===== config.mk =====
export PLATFORM = sky130hd
export DESIGN_NAME = ethernet_port_arbiter
export DESIGN_NICKNAME = d
export VERILOG_FILES = /design/src/rtl/ethernet_port_arbiter.sv
export SDC_FILE = /design/constraint.sdc
export NUM_CORES = 1
export LEC_CHECK = 0
export CAP_MARGIN = 10
export CELL_PAD_IN_SITES_DETAIL_PLACEMENT = 1
export CELL_PAD_IN_SITES_GLOBAL_PLACEMENT = 2
export CORE_AREA = 2 2 70 99
export DETAILED_ROUTE_END_ITERATION = 7
export DIE_AREA = 0 0 72 101
export PLACE_DENSITY_LB_ADDON = 0.1
export SYNTH_ARGS = -nofsm -noshare
export SYNTH_HDL_FRONTEND = slang
export SYNTH_SLANG_ARGS = --single-unit

===== constraint.sdc =====
create_clock -name clk -period 2.15 [get_ports clk]
set_input_delay 0.3225 -clock clk [delete_from_list [all_inputs] [get_ports clk]]
set_output_delay 0.3225 -clock clk [all_outputs]
set_load 0.03 [all_outputs]

===== src/rtl/ethernet_port_arbiter.sv =====
// ethernet_port_arbiter: per-packet grant of 2x2 switch output ports with round-robin contention.
// Optional per-port watchdog is built when ETH_ARB_TIMEOUT_EN is defined.
module ethernet_port_arbiter #(
  parameter int unsigned DEST_BIT      = 0,
  parameter int unsigned MAX_PKT_WORDS = 16
) (
  input  logic        clk,
  input  logic        resetN,
  input  logic [31:0] inA,
  input  logic [31:0] inB,
  input  logic        sopA,
  input  logic        eopA,
  input  logic        sopB,
  input  logic        eopB,
  output logic        portAStall,
  output logic        portBStall,
  output logic        selA,
  output logic        selB,
  output logic        vldA,
  output logic        vldB,
  output logic        sopOutA,
  output logic        eopOutA,
  output logic        sopOutB,
  output logic        eopOutB,
  output logic        errTimeoutA,
  output logic        errTimeoutB
);

  localparam logic [1:0] OUT_IDLE  = 2'd0;
  localparam logic [1:0] OUT_OWN_A = 2'd1;
  localparam logic [1:0] OUT_OWN_B = 2'd2;

  localparam logic [1:0] IN_IDLE   = 2'd0;
  localparam logic [1:0] IN_ACTIVE = 2'd1;
  localparam logic [1:0] IN_DROP   = 2'd2;

  // Index 0 is port/input A, index 1 is port/input B throughout.
  logic [1:0]      sop_in, eop_in, dest;
  logic [1:0]      grant_c, active_c, timeout_c;
  logic            contend_c;
  logic [1:0][1:0] out_st_q, out_st_d, in_st_q, in_st_d;
  logic [1:0]      in_dest_q, in_dest_d;
  logic            rr_q, rr_d;
  logic [1:0]      vld_q, vld_d, sel_q, sel_d;
  logic [1:0]      sop_out_q, sop_out_d, eop_out_q, eop_out_d;
  logic            unused_bits;

  function automatic logic [1:0] own_code(input int x);
    return (x == 0) ? OUT_OWN_A : OUT_OWN_B;
  endfunction

  assign sop_in      = {sopB, sopA};
  assign eop_in      = {eopB, eopA};
  assign dest        = {~inB[DEST_BIT], ~inA[DEST_BIT]};
  assign unused_bits = ^{inA, inB, 32'(MAX_PKT_WORDS)};

  // Same-cycle grant decision; a port owned by the requester counts as free for it.
  always_comb begin
    contend_c = sop_in[0] & sop_in[1] & (dest[0] == dest[1]) &
                (out_st_q[dest[0]] == OUT_IDLE);
    for (int x = 0; x < 2; x++) begin
      grant_c[x]  = sop_in[x] &
                    ((out_st_q[dest[x]] == OUT_IDLE) | (out_st_q[dest[x]] == own_code(x))) &
                    ~(contend_c & (rr_q != 1'(x)));
      active_c[x] = (in_st_q[x] == IN_ACTIVE) & ~sop_in[x];
    end
  end

  assign portAStall = sop_in[0] & ~grant_c[0];
  assign portBStall = sop_in[1] & ~grant_c[1];

`ifdef ETH_ARB_TIMEOUT_EN
  localparam int unsigned CNT_W = $clog2(MAX_PKT_WORDS + 1);

  logic [1:0][CNT_W-1:0] cnt_q, cnt_d;
  logic [1:0]            err_q;
  logic                  o_sop, o_eop, o_grant;

  // Word counter per owned port; the owner's sop/eop are picked by the ownership code.
  always_comb begin
    cnt_d     = cnt_q;
    timeout_c = '0;
    o_sop     = 1'b0;
    o_eop     = 1'b0;
    o_grant   = 1'b0;
    for (int p = 0; p < 2; p++) begin
      o_sop   = (out_st_q[p] == OUT_OWN_B) ? sop_in[1]  : sop_in[0];
      o_eop   = (out_st_q[p] == OUT_OWN_B) ? eop_in[1]  : eop_in[0];
      o_grant = (out_st_q[p] == OUT_OWN_B) ? grant_c[1] : grant_c[0];
      if (out_st_q[p] != OUT_IDLE) begin
        if (o_sop & o_grant) begin
          cnt_d[p] = '0;
        end else if (o_eop & ~o_sop) begin
          cnt_d[p] = '0;
        end else if (~o_sop & (cnt_q[p] >= CNT_W'(MAX_PKT_WORDS - 1))) begin
          timeout_c[p] = 1'b1;
          cnt_d[p]     = '0;
        end else begin
          cnt_d[p] = cnt_q[p] + CNT_W'(1);
        end
      end
    end
    for (int x = 0; x < 2; x++) begin
      if (grant_c[x]) begin
        cnt_d[dest[x]] = eop_in[x] ? '0 : CNT_W'(1);
      end
    end
  end

  always_ff @(posedge clk or negedge resetN) begin
    if (!resetN) begin
      cnt_q <= '0;
      err_q <= '0;
    end else begin
      cnt_q <= cnt_d;
      err_q <= timeout_c;
    end
  end

  assign errTimeoutA = err_q[0];
  assign errTimeoutB = err_q[1];
`else
  assign timeout_c   = 2'b00;
  assign errTimeoutA = 1'b0;
  assign errTimeoutB = 1'b0;
`endif

  // Next-state for both FSM sets, round-robin pointer and registered output framing.
  always_comb begin
    out_st_d  = out_st_q;
    in_st_d   = in_st_q;
    in_dest_d = in_dest_q;
    rr_d      = contend_c ? ~rr_q : rr_q;
    vld_d     = '0;
    sop_out_d = '0;
    eop_out_d = '0;
    sel_d     = sel_q;
    for (int x = 0; x < 2; x++) begin
      if (active_c[x]) begin
        vld_d[in_dest_q[x]]     = 1'b1;
        sel_d[in_dest_q[x]]     = 1'(x);
        eop_out_d[in_dest_q[x]] = eop_in[x];
        if (eop_in[x]) begin
          out_st_d[in_dest_q[x]] = OUT_IDLE;
          in_st_d[x]             = IN_IDLE;
        end else if (timeout_c[in_dest_q[x]]) begin
          out_st_d[in_dest_q[x]] = OUT_IDLE;
          in_st_d[x]             = IN_DROP;
        end
      end
      if (grant_c[x]) begin
        // A new sop on an active input abandons the packet that never saw its eop.
        if (in_st_q[x] == IN_ACTIVE) begin
          out_st_d[in_dest_q[x]] = OUT_IDLE;
        end
        vld_d[dest[x]]     = 1'b1;
        sel_d[dest[x]]     = 1'(x);
        sop_out_d[dest[x]] = 1'b1;
        eop_out_d[dest[x]] = eop_in[x];
        out_st_d[dest[x]]  = eop_in[x] ? OUT_IDLE : own_code(x);
        in_st_d[x]         = eop_in[x] ? IN_IDLE : IN_ACTIVE;
        in_dest_d[x]       = dest[x];
      end
    end
  end

  always_ff @(posedge clk or negedge resetN) begin
    if (!resetN) begin
      out_st_q  <= '0;
      in_st_q   <= '0;
      in_dest_q <= '0;
      rr_q      <= 1'b0;
      vld_q     <= '0;
      sel_q     <= '0;
      sop_out_q <= '0;
      eop_out_q <= '0;
    end else begin
      out_st_q  <= out_st_d;
      in_st_q   <= in_st_d;
      in_dest_q <= in_dest_d;
      rr_q      <= rr_d;
      vld_q     <= vld_d;
      sel_q     <= sel_d;
      sop_out_q <= sop_out_d;
      eop_out_q <= eop_out_d;
    end
  end

  assign vldA    = vld_q[0];
  assign vldB    = vld_q[1];
  assign selA    = sel_q[0];
  assign selB    = sel_q[1];
  assign sopOutA = sop_out_q[0];
  assign sopOutB = sop_out_q[1];
  assign eopOutA = eop_out_q[0];
  assign eopOutB = eop_out_q[1];

endmodule


==> flow_summary.yaml <==
clock_tree:
  clkLatencyLatePin_ns: 0.26
  clock_path_buffers: 2
  cts_buffers: 3
  cts_sinks: 19
  cts_hold_buf: 0
  cts-root-buf: "clkbuf_8"
  clk_pin_slew_ns: 0.08
  tritoncts: "yes"
  htreeDepth: 1
  cts_setup_buffers: 0
sta:
  setup_viol: 0
  clock_skew_ns: 0.00459
  min_period_ns: 2.00
  layout_worst_path_cycle_share: 0.930
  hold_viol: 0
  final-max-slew-violation-count: 0
  max_freq_mhz: 500
  holdWs_ns: 0.400
  grt_setup_unrepaired: "no"
synth:
  synth_top_area_frac: 0.446
  synthArstFlopShare: 1.00
  synth_cells: 104
  synthTopCellsByArea: "dfrtp_1, nand2b_1, nor2_1"
  syn_area_um2: 1070
  yosysUniqueCellTypes: 44
  synth_largest_area_cell: "dfrtp_1"
  yosys_warnings: 0
  synthFlopType: "dfrtp_1"
  avgSynthCellArea_um2: 10.3
  synth_seq_area_share: 0.446
  ys_ff_latch: 19
  synth_edf_count: 0
detailed_routing:
  first_pass_iters: 4
  via_per_inst: 4.27
  routed_wl_mm: 3.22
  routed-via-count: 919
  postRouteAntennaNets: 0
  drt_iter0_drc: 18
  wl_per_cell_um: 15.0
  route.detailed.drc: 0
layout:
  layout.area.seq_um2: 475
  instances_no_fill: 215
  final_layout_size_suffix_gt1_frac: 0.270
  area_growth_pct: 41.1
  multi_input_area_um2: 551
  nFillCells: 728
  design_area_um2: 1500
  fin_util: 0.234
  nets: 212
  num_antenna_cells: 0
die:
  initial_core_util: 0.166
  core_um2: 6440
  die_h_um: 101
  pin_count: 82
  rows: 35
  dieArea_um2: 7270
  fp.dieW_um: 72
setup_path:
  setup.worst_path.class: "flip-flop to primary output"
  worst_ep_required_time_ns: 1.83
  worstPathMaxFanout: 3
  r2r_end: "out_st_q[1]"
  critPathLaunchType: "flip-flop"
  crit_arrival_ns: 1.68
  r2r_setup_slack_ns: 0.38
  r2r-start: "out_st_q[1]"
  worstSetupEndpointType: "primary output"
  worstRegToRegCells: 7
pwr:
  power.leakage_nw: 0.636
  finalPower_mw: 1.64
  p_per_area_nw_per_um2: 1090
  irDropWorstVdd_uv: 242
place:
  port_buffers: 17
  dp_hpwl_mm: 2.59
  place_congestion: 0.740
  place_area_um2: 1460
  dp.cells: 211
status:
  outcome: "finished, final reports clean"
global_routing:
  grt_pass1_vias: 1049
  antenna_found_initial: 0
  grt_max_degree: 20
  gr-total-overflow: 0
  grt_use_total: 0.0986
  grt_pass1_wl_mm: 5.35
worst_hold_path:
  min_path_type: "input port to async pin"
run:
  drv_cap: 0
-- synthesized netlist by cell type (3+ instances only) --
| cell type | instances |
|---|---|
| and2_1 | 4 |
| nand3_1 | 4 |
| nor2b_1 | 4 |
| dfrtp_1 | 19 |
| nand2_1 | 4 |
| nor2_1 | 8 |
| o21ai_0 | 4 |
| a21o_1 | 3 |
| o211ai_1 | 3 |
| nand2b_1 | 5 |
| inv_1 | 3 |
-- per-stage QoR --
step | worst slack, ns | setup TNS (ns)
4_1_cts | 0.105 | 0
2_1_floorplan | 0.205 | 0
5_1_grt | 0.00830 | 0
3_3_place_gp | -0.346 | -0.965
3_5_place_dp | -0.358 | -1.29
6_report | 0.151 | 0
-- flip-flops by register name, indices dropped and copies added, names as in the netlist --
register / count
in_st_q: 4
sel_q: 2
eop_out_q: 2
sop_out_q: 2
vld_q: 2
in_dest_q: 2
out_st_q: 4
rr_q: 1
-- per-layer routing --
metal	global-route usage	routed length, µm
met5	0	0
met3	0.0150	68
met4	0.0435	52
met2	0.176	1710
met1	0.115	1390
-- power breakdown --
part / internal, mW / total [mW] / switching (mW)
Sequential: 0.482 / 0.561 / 0.0784
Combinational: 0.371 / 0.812 / 0.441
Clock: 0.129 / 0.263 / 0.134
Total: 0.982 / 1.64 / 0.653
-- worst max-delay path, cell delays in order, from the launching register on --
cell and delay, ns:
dfrtp_1 0.44, mux2i_2 0.18, buf_4 0.15, o2111ai_4 0.14, o21ai_4 0.15, nor2_1 0.08, nor2b_1 0.11, buf_4 0.17
-- worst max path at each step --
stage | from | end | slack, ns | cells past startpoint
finish | out_st_q[1] | portBStall | 0.15 | 7
global route | out_st_q[1] | portBStall | 0.008 | 7
CTS | out_st_q[1] | portBStall | 0.10 | 7
detailed placement | inA[0] | portAStall | -0.36 | 6
global placement | inA[0] | portAStall | -0.35 | 6
floorplan | out_st_q[0] | portBStall | 0.20 | 5
-- repair_timing --
item                       in CTS  in global routing
pin swaps                       0                  0
resized for setup               5                  1
gates cloned                    0                  0
setup endpoints to repair       2                  1
-- logic make-up (layout without fill, tap and decap cells) --
logic type                count (synthesis)  after routing  synth area share
buffers and inverters                     9             45            0.0411
DFF                                      19             19             0.446
and+or+nand+nor                          43             43             0.231
muxes                                     2              2            0.0223
xor gates and xnor gates                  1              1           0.00822
other                                     1              2           0.00352
AOI/OAI and AO/OA                        29             29             0.248
-- cells in the final DEF (no fill, tap or decap), types with 2 or more instances in the layout --
cell type	synthesis	final
a2bb2oi_1	2	2
clkdlybuf4s50_1	0	13
buf_4	2	21
and2_1	4	4
o22ai_1	2	2
a21o_1	3	3
nand3b_1	2	2
nor3_1	2	2
conb_1	1	2
dfrtp_1	19	19
o21ai_0	4	4
nor2b_1	4	4
nand2_1	4	4
inv_1	3	3
nor2_1	8	8
dlygate4sd2_1	0	2
or3_1	2	2
clkbuf_8	0	3
nand2b_1	5	5
or2_2	2	2
nand3_1	4	4
a21oi_1	2	2
o211ai_1	3	3
-- layout make-up --
type | count | share of cell area
Multi-Input combinational cell | 77 | 0.366
Tap cell | 74 | 0.0616
Clock inverter | 1 | 0.00333
Clock buffer | 3 | 0.0275
Inverter | 3 | 0.00749
Timing Repair Buffer | 38 | 0.218
Sequential cell | 19 | 0.316
(Power assumes the default switching activity.)
